**src/rtl/mem_arb_pkg.sv**
```systemverilog
`default_nettype none
// ============================================================================
// Module  : mem_arb_pkg
// Brief   : Shared FSM state encoding and default widths for mem_arbiter.
// Revision: 1.0 - initial release
// ============================================================================
package mem_arb_pkg;

    localparam int c_AW_DEFAULT = 5;
    localparam int c_DW_DEFAULT = 32;

    typedef enum logic [1:0] {
        IDLE   = 2'd0,
        ACCESS = 2'd1,
        DONE   = 2'd2
    } state_t;

endpackage
`default_nettype wire

```
**src/rtl/rr_arb2.sv**
```systemverilog
`default_nettype none
// ============================================================================
// Module  : rr_arb2
// Brief   : Two-requester combinational round-robin grant, one-hot output.
// Revision: 1.0 - initial release
// ============================================================================
module rr_arb2 (
    input  logic [1:0] req,
    input  logic       pointer,
    output logic [1:0] grant
);

    always_comb begin
        grant = 2'b00;
        case (req)
            2'b01:   grant = 2'b01;
            2'b10:   grant = 2'b10;
            // Contention: the pointer names the port that wins this round
            2'b11:   grant = pointer ? 2'b10 : 2'b01;
            default: grant = 2'b00;
        endcase
    end

endmodule
`default_nettype wire

```
**src/rtl/mem_arbiter.sv**
```systemverilog
`default_nettype none
// ============================================================================
// Module  : mem_arbiter
// Brief   : Two-port round-robin arbiter for a single-port data memory.
// Revision: 1.0 - initial release
// ============================================================================
module mem_arbiter
    import mem_arb_pkg::*;
#(
    parameter int AW = c_AW_DEFAULT,
    parameter int DW = c_DW_DEFAULT
) (
    input  logic          Clk,
    input  logic          Rst_n,
    input  logic          Req0,
    input  logic          Req1,
    input  logic          Wr0,
    input  logic          Wr1,
    input  logic [AW-1:0] Adr0,
    input  logic [AW-1:0] Adr1,
    input  logic [DW-1:0] WData0,
    input  logic [DW-1:0] WData1,
    output logic          Ack0,
    output logic          Ack1,
    output logic [DW-1:0] RData0,
    output logic [DW-1:0] RData1,
    output logic          MemWrEn,
    output logic [AW-1:0] MemAdr,
    output logic [DW-1:0] MemDataIn,
    input  logic [DW-1:0] MemDataOut
);

    state_t        r_state;
    state_t        w_state_nxt;
    logic          r_ptr;
    logic          r_gnt;
    logic          r_wr;
    logic [AW-1:0] r_adr;
    logic [DW-1:0] r_wdata;
    logic [DW-1:0] r_rdata0;
    logic [DW-1:0] r_rdata1;
    logic [1:0]    w_req;
    logic [1:0]    w_grant;

    assign w_req  = {Req1, Req0};
    assign RData0 = r_rdata0;
    assign RData1 = r_rdata1;

    rr_arb2 u_rr_arb2 (
        .req     (w_req),
        .pointer (r_ptr),
        .grant   (w_grant)
    );

    always_ff @(posedge Clk or negedge Rst_n) begin
        if (!Rst_n) begin
            r_state <= IDLE;
        end else begin
            r_state <= w_state_nxt;
        end
    end

    // Memory outputs are only live in ACCESS so the negedge write fires once
    always_comb begin
        w_state_nxt = r_state;
        Ack0        = 1'b0;
        Ack1        = 1'b0;
        MemWrEn     = 1'b0;
        MemAdr      = '0;
        MemDataIn   = '0;
        case (r_state)
            IDLE: begin
                if (|w_req) begin
                    w_state_nxt = ACCESS;
                end
            end
            ACCESS: begin
                w_state_nxt = DONE;
                MemWrEn     = r_wr;
                MemAdr      = r_adr;
                MemDataIn   = r_wdata;
            end
            DONE: begin
                w_state_nxt = IDLE;
                Ack0        = ~r_gnt;
                Ack1        = r_gnt;
            end
            default: w_state_nxt = IDLE;
        endcase
    end

    always_ff @(posedge Clk or negedge Rst_n) begin
        if (!Rst_n) begin
            r_ptr    <= 1'b0;
            r_gnt    <= 1'b0;
            r_wr     <= 1'b0;
            r_adr    <= '0;
            r_wdata  <= '0;
            r_rdata0 <= '0;
            r_rdata1 <= '0;
        end else begin
            if (r_state == IDLE && (|w_req)) begin
                r_gnt   <= w_grant[1];
                r_wr    <= w_grant[1] ? Wr1    : Wr0;
                r_adr   <= w_grant[1] ? Adr1   : Adr0;
                r_wdata <= w_grant[1] ? WData1 : WData0;
            end
            if (r_state == ACCESS && !r_wr) begin
                if (r_gnt) begin
                    r_rdata1 <= MemDataOut;
                end else begin
                    r_rdata0 <= MemDataOut;
                end
            end
            // Hand priority to the other port once this access retires
            if (r_state == DONE) begin
                r_ptr <= ~r_gnt;
            end
        end
    end

endmodule
`default_nettype wire

```
**config.mk**
```make
export PLATFORM = sky130hd
export DESIGN_NAME = mem_arbiter
export DESIGN_NICKNAME = d
export VERILOG_FILES = /design/src/rtl/mem_arb_pkg.sv /design/src/rtl/rr_arb2.sv /design/src/rtl/mem_arbiter.sv
export SDC_FILE = /design/constraint.sdc
export NUM_CORES = 1
export LEC_CHECK = 0
export CAP_MARGIN = 15
export CORE_UTILIZATION = 58
export CTS_CLUSTER_DIAMETER = 120
export CTS_CLUSTER_SIZE = 28
export DETAILED_ROUTE_END_ITERATION = 10
export DONT_BUFFER_PORTS = 1
export PLACE_DENSITY = 0.72
export SYNTH_ARGS = -nofsm -noshare
export SYNTH_HDL_FRONTEND = slang
export SYNTH_SLANG_ARGS = --single-unit
export TNS_END_PERCENT = 20
```
**constraint.sdc**
```tcl
create_clock -name Clk -period 3.5 [get_ports Clk]
set_input_delay 0.525 -clock Clk [delete_from_list [all_inputs] [get_ports Clk]]
set_output_delay 0.525 -clock Clk [all_outputs]
set_load 0.005 [all_outputs]
```
==> results.txt, run 1 <==
status: finished, final reports clean
mapped cell area: 0.004741 mm^2
WP data required: 2970 ps
number of port buffers: 0
Final setup viols: 0
DR DRC count: 0
Worst slew margin: 0.2691
CTS root buf: clkbuf_8
Filler Cell Count: 629
cells after synthesis: 417
commonest non-fill, non-tap cell in the layout: dfrtp_1
WL/cell: 21.66 um
max-capacitance violation count: 0
Layout Nets: 510
Placed Area: 0.004726 mm^2
PD cells: 912.1 mW/mm^2
final-report max-slew violation count: 0
dpl hpwl: 7282 um
Die H: 92.41 um
Leakage: 0.002030 uW
total CTS buffers: 9
Final Skew: 15.21 ps
die area: 0.008540 mm^2
Slowest-stage cell, CP: dfrtp_1
Final Cell Area: 0.004955 mm^2
Rows: 32
Critical Path End Type: primary output
critical path cell sequence: nand2b_4, inv_1, buf_16, and2_1
number of diodes: 0
GP Congestion: 0.7869
setup TNS: 0 ps
vias in the first global route: 3162
most frequent cells in the layout: dfrtp_1 (106), mux2_2 (49), and2_1 (39), nand3_1 (39), a21oi_1 (39)
worst reg2reg startpoint: r_state[1]$_DFFE_PN0P_
worst skew pair latency: 370 ps
Reg clk slew, reported paths: 100 ps
Fin Hold WS: 77.31 ps
CTS tree: done
worst setup path startpoint: r_state[1]$_DFFE_PN0P_
initial drt markers: 173
GR Overflow Total: 0
Final Hold Fails: 0
CTS resizes: 0
CTS max path bufs: 2
ys async rst share: 1.000
Worst Path Max Fanout: 23
final period utilization: 0.6610
Via Count: 3244
Syn Nets: 529
CTS H-tree depth: 3
Final Util: 0.6346
f_max: 0.4322 GHz
Worst Max-Slew Pin Slew: 1091 ps
initial antenna violation count: 0
R2R depth: 4
layout cells sized above 1: 0.1990
YS warnings: 0
DRT antenna net count: 0
clock sink total: 106
Critical Setup Path Class: reg2out
Worst Setup Start Kind: flop
crit path DAT: 1790 ps
pin count of the biggest net entering global routing: 107
Starting Density: 0.6072
syn_area_per_cell: 11.37 um^2
setup slack, reg-to-reg: 1450 ps
area of the core: 0.007807 mm^2
RSZ-0062 raised after global routing: false
die width: 92.41 um
terminus of the critical flop-to-flop path: RData0[3]$_DFFE_PN0P_
router iterations before antenna repair: 5
EDFF count, synth: 0
register area share after synthesis: 0.5595
global-route wire length before repair: 16620 um
GRT Total Usage: 0.2563
vias per cell: 6.437
Seq. cell area: 0.002653 mm^2
HP Class: in2async
post-synth cell types: 23
CP Capture Point: MemAdr[3]
# IOs: 216
maximum vdd drop: 0.0004348 V
main flop type after synthesis: dfrtp_1
area growth from synthesis to layout: 4.513%
minimum clock period: 2314 ps
CP max stage delay: 440 ps
Seq cells post-synth: 106
drt total wl: 10920 um
multi-input logic area: 0.001878 mm^2
where the power goes:
part,total [uW],internal (uW),switching [uW]
sequential,2310,1850,462
combinational,1510,719,795
clock,694,265,429
total,4520,2830,1690
worst min-delay path by stage:
stage / from / end / slack (ps)
3_3_place_gp: Rst_n / RData1[1]$_DFFE_PN0P_ / 230
6_report: Rst_n / RData0[5]$_DFFE_PN0P_ / 80
5_1_grt: Rst_n / RData0[1]$_DFFE_PN0P_ / 110
4_1_cts: Rst_n / RData1[1]$_DFFE_PN0P_ / 100
3_5_place_dp: Rst_n / RData1[1]$_DFFE_PN0P_ / 230
2_1_floorplan: Rst_n / RData0[0]$_DFFE_PN0P_ / 230
final cells by class:
cell class / instances / share of cell area
Clock buffer: 9 / 0.02500
Clock inverter: 6 / 0.01010
Sequential cell: 106 / 0.5354
Multi-Input combinational cell: 268 / 0.3790
Tap cell: 102 / 0.02576
Timing Repair Buffer: 9 / 0.02172
Inverter: 4 / 0.003030
kinds of logic after synthesis:
logic type | count (synthesis) | synth area share
buf+inv | 43 | 0.04539
flops | 106 | 0.5595
simple gates | 88 | 0.1106
compound gates | 116 | 0.1325
mux | 64 | 0.1520
registers in the layout, indices dropped and copies added, names as in the netlist:
register / count
RData1: 32
r_wdata: 32
r_gnt: 1
RData0: 32
r_state: 2
r_wr: 1
r_ptr: 1
r_adr: 5
cell usage after synthesis, types with 3 or more instances:
master,count,area share
a21oi_1,39,0.041
a31oi_1,38,0.050
and2_1,39,0.051
buf_2,15,0.016
buf_4,3,0.0048
buf_6,3,0.0071
clkbuf_1,17,0.013
dfrtp_1,106,0.56
mux2_1,15,0.036
mux2_2,49,0.12
nand3_1,39,0.041
o21ai_0,35,0.037
o21ai_1,4,0.0042
stage by stage:
stage               power [uW]  std cells  setup slack [ps]
floorplan                 3430        417              1848
detailed placement        3806        487              1294
global route              4816        504              1077
CTS                       4512        503             887.2
global placement          3709        487              1412
finish                    4519        504              1186
what timing repair did:
action                    in CTS  in global routing
hold buffers                   1                  0
hold endpoints to repair     106                  0
buffers inserted               0                  0
routing by layer:
| layer | up-vias | GRT usage | routed length, um | part of all wire |
|---|---|---|---|---|
| met5 | - | 0 | 0 | 0 |
| met4 | 0 | 0.08073 | 227 | 0.021 |
| met1 | 1579 | 0.3184 | 4362 | 0.40 |
| li1 | 1454 | - | - | - |
| met2 | 187 | 0.4253 | 5295 | 0.49 |
| met3 | 24 | 0.08292 | 1030 | 0.094 |
critical path, delay by kind of cell, from the launching register on:
family / cells / cell delay [ps]
flip-flops: 1 / 440
buffers and inverters: 2 / 630
AND/OR/NAND/NOR: 2 / 360
(Power assumes the default switching activity.)
==> inputs of run 2 (changes only) <==
clock period = 2.29 ns   (was 3.5 ns; I/O delays follow)
==> run 2 against run 1 <==
Sequential power up 51%. Setup slack worse by 890 ps. Final cell count up 0.20%. Combinational power up 51%. Critical path depth unchanged. The run now ends with hold timing left. Clock power up 66%. Highest routed layer unchanged. Sequential share of layout area about the same. Sequential cell count unchanged. Clock skew down 1.9 ps. Final area about the same. Via count about the same.
==> results.txt, run 2 (synthesis results as in run 1) <==
CTS root buf: clkbuf_8 (unchanged)
Worst slew margin: 0.5344 (was 0.2691)
final period utilization: 0.8711
CTS tree: done (unchanged)
clock sink total: 106 (unchanged)
status: finished with violations (was finished, final reports clean)
drt total wl: 10790 um (was 10920 um)
layout cells sized above 1: 0.2010 (was 0.1990)
number of port buffers: 0 (unchanged)
area growth from synthesis to layout: 4.592% (was 4.513%)
total CTS buffers: 9 (unchanged)
die area: 0.008540 mm^2 (unchanged)
max-capacitance violation count: 0 (unchanged)
global-route wire length before repair: 16710 um (was 16620 um)
Final Cell Area: 0.004959 mm^2 (was 0.004955 mm^2)
die width: 92.41 um (unchanged)
number of diodes: 0 (unchanged)
Seq. cell area: 0.002653 mm^2 (unchanged)
multi-input logic area: 0.001878 mm^2 (unchanged)
CTS max path bufs: 2 (unchanged)
router iterations before antenna repair: 6 (was 5)
area of the core: 0.007807 mm^2 (unchanged)
crit path DAT: 1650 ps (was 1790 ps)
minimum clock period: 1995 ps
maximum vdd drop: 0.0007656 V (was 0.0004348 V)
Critical Setup Path Class: reg2out (unchanged)
# IOs: 216 (unchanged)
DRT antenna net count: 0 (unchanged)
Placed Area: 0.004761 mm^2 (was 0.004726 mm^2)
Worst Max-Slew Pin Slew: 698.4 ps (was 1091 ps)
Fin Hold WS: -337.3 ps (was 77.31 ps)
Die H: 92.41 um (unchanged)
GRT Total Usage: 0.2533 (was 0.2563)
Final Skew: 13.27 ps (was 15.21 ps)
Filler Cell Count: 627 (was 629)
HP Class: in2async (unchanged)
Critical Path End Type: primary output (unchanged)
Starting Density: 0.6072 (unchanged)
most frequent cells in the layout: dfrtp_1 (106), mux2_2 (49), and2_1 (39), nand3_1 (39), a21oi_1 (39) (unchanged)
CP max stage delay: 430 ps (was 440 ps)
Worst Setup Start Kind: flop (unchanged)
vias per cell: 6.430 (was 6.437)
Final Hold Fails: 106 (was 0)
RSZ-0062 raised after global routing: false (unchanged)
initial drt markers: 97 (was 173)
setup TNS: 0 ps (unchanged)
DR DRC count: 0 (unchanged)
PD cells: 1395 mW/mm^2 (was 912.1 mW/mm^2)
commonest non-fill, non-tap cell in the layout: dfrtp_1 (unchanged)
Post-CTS Setup Repair Bufs: 0 (unchanged)
final-report max-slew violation count: 0 (unchanged)
worst skew pair latency: 360 ps (was 370 ps)
Worst Path Max Fanout: 35 (was 23)
WP data required: 1950 ps (was 2970 ps)
WL/cell: 21.37 um (was 21.66 um)
vias in the first global route: 3330 (was 3162)
Leakage: 0.002033 uW (was 0.002030 uW)
Rows: 32 (unchanged)
GP Congestion: 0.7513 (was 0.7869)
dpl hpwl: 7223 um (was 7282 um)
Layout Nets: 511 (was 510)
initial antenna violation count: 0 (unchanged)
GR Overflow Total: 0 (unchanged)
pin count of the biggest net entering global routing: 107 (unchanged)
failing checks: hold timing
critical path cell sequence: nand2b_4, inv_1, buf_4, and2_1 (was nand2b_4, inv_1, buf_16, and2_1)
CTS H-tree depth: 3 (unchanged)
f_max: 0.5013 GHz
Final setup viols: 0 (unchanged)
Reg clk slew, reported paths: 100 ps (about the same)
Slowest-stage cell, CP: dfrtp_1 (unchanged)
CTS resizes: 0 (unchanged)
Via Count: 3247 (was 3244)
Final Util: 0.6351 (was 0.6346)
## run 2: cell types whose count changed in the layout (fill, tap and decap cells not counted), sizes merged
cell      change
bufinv        +1
clkinvlp      +1
buf           +1
inv           -1
clkinv        -1
## run 2: path summary, 6_finish.rpt
kind | startpoint | to | slack (ps) | cells after the start
setup / recovery | r_state[1]$_DFFE_PN0P_ | MemAdr[4] | 300 | 4
hold / removal | Rst_n | RData0[2]$_DFFE_PN0P_ | -340 | 0
setup reg to reg | r_state[1]$_DFFE_PN0P_ | r_adr[1]$_DFFE_PN0P_ | 510 | 4
hold reg to reg | RData1[1]$_DFFE_PN0P_ | RData1[1]$_DFFE_PN0P_ | 520 | 1
max in group asynchronous | Rst_n | r_state[0]$_DFFE_PN0P_ | 2470 | 0
min in group Clk | MemDataOut[5] | RData1[5]$_DFFE_PN0P_ | 110 | 1
## run 2: layout make-up
class | count | area share
repair buffers | 10 | 0.01766
inverters | 4 | 0.003028
multi-input cells | 268 | 0.3788
flip-flops and latches | 106 | 0.5349
well taps | 102 | 0.02574
clock inverters | 6 | 0.01489
clock buffers | 9 | 0.02498
## run 2: worst max-delay path: cells and delay by family, from the launching register on
kind / cells / cell delay (ps)
buf+inv: 2 / 450
flops: 1 / 430
simple gates: 2 / 420
## run 2: where the power goes
part,switching [uW],internal (uW)
Clock,640,513
Sequential,654,2830
Combinational,1210,1080
## run 2: stage by stage
step           cells  total power (uW)  setup WS, ps
5_1_grt          505              7378         189.1
4_1_cts          505              6977         259.9
3_5_place_dp     490              5830         534.2
2_1_floorplan    417              5242         819.2
6_report         505              6918         295.2
3_3_place_gp     490              5698         577.5
## run 2: per-layer routing
layer / share of wire / up-vias / global-route usage / wire, um
met5: 0 / - / 0 / 0
met4: 0.021 / 0 / 0.1094 / 222
met3: 0.086 / 19 / 0.06322 / 926
met2: 0.50 / 174 / 0.4302 / 5352
met1: 0.40 / 1602 / 0.3058 / 4291
li1: - / 1452 / - / -
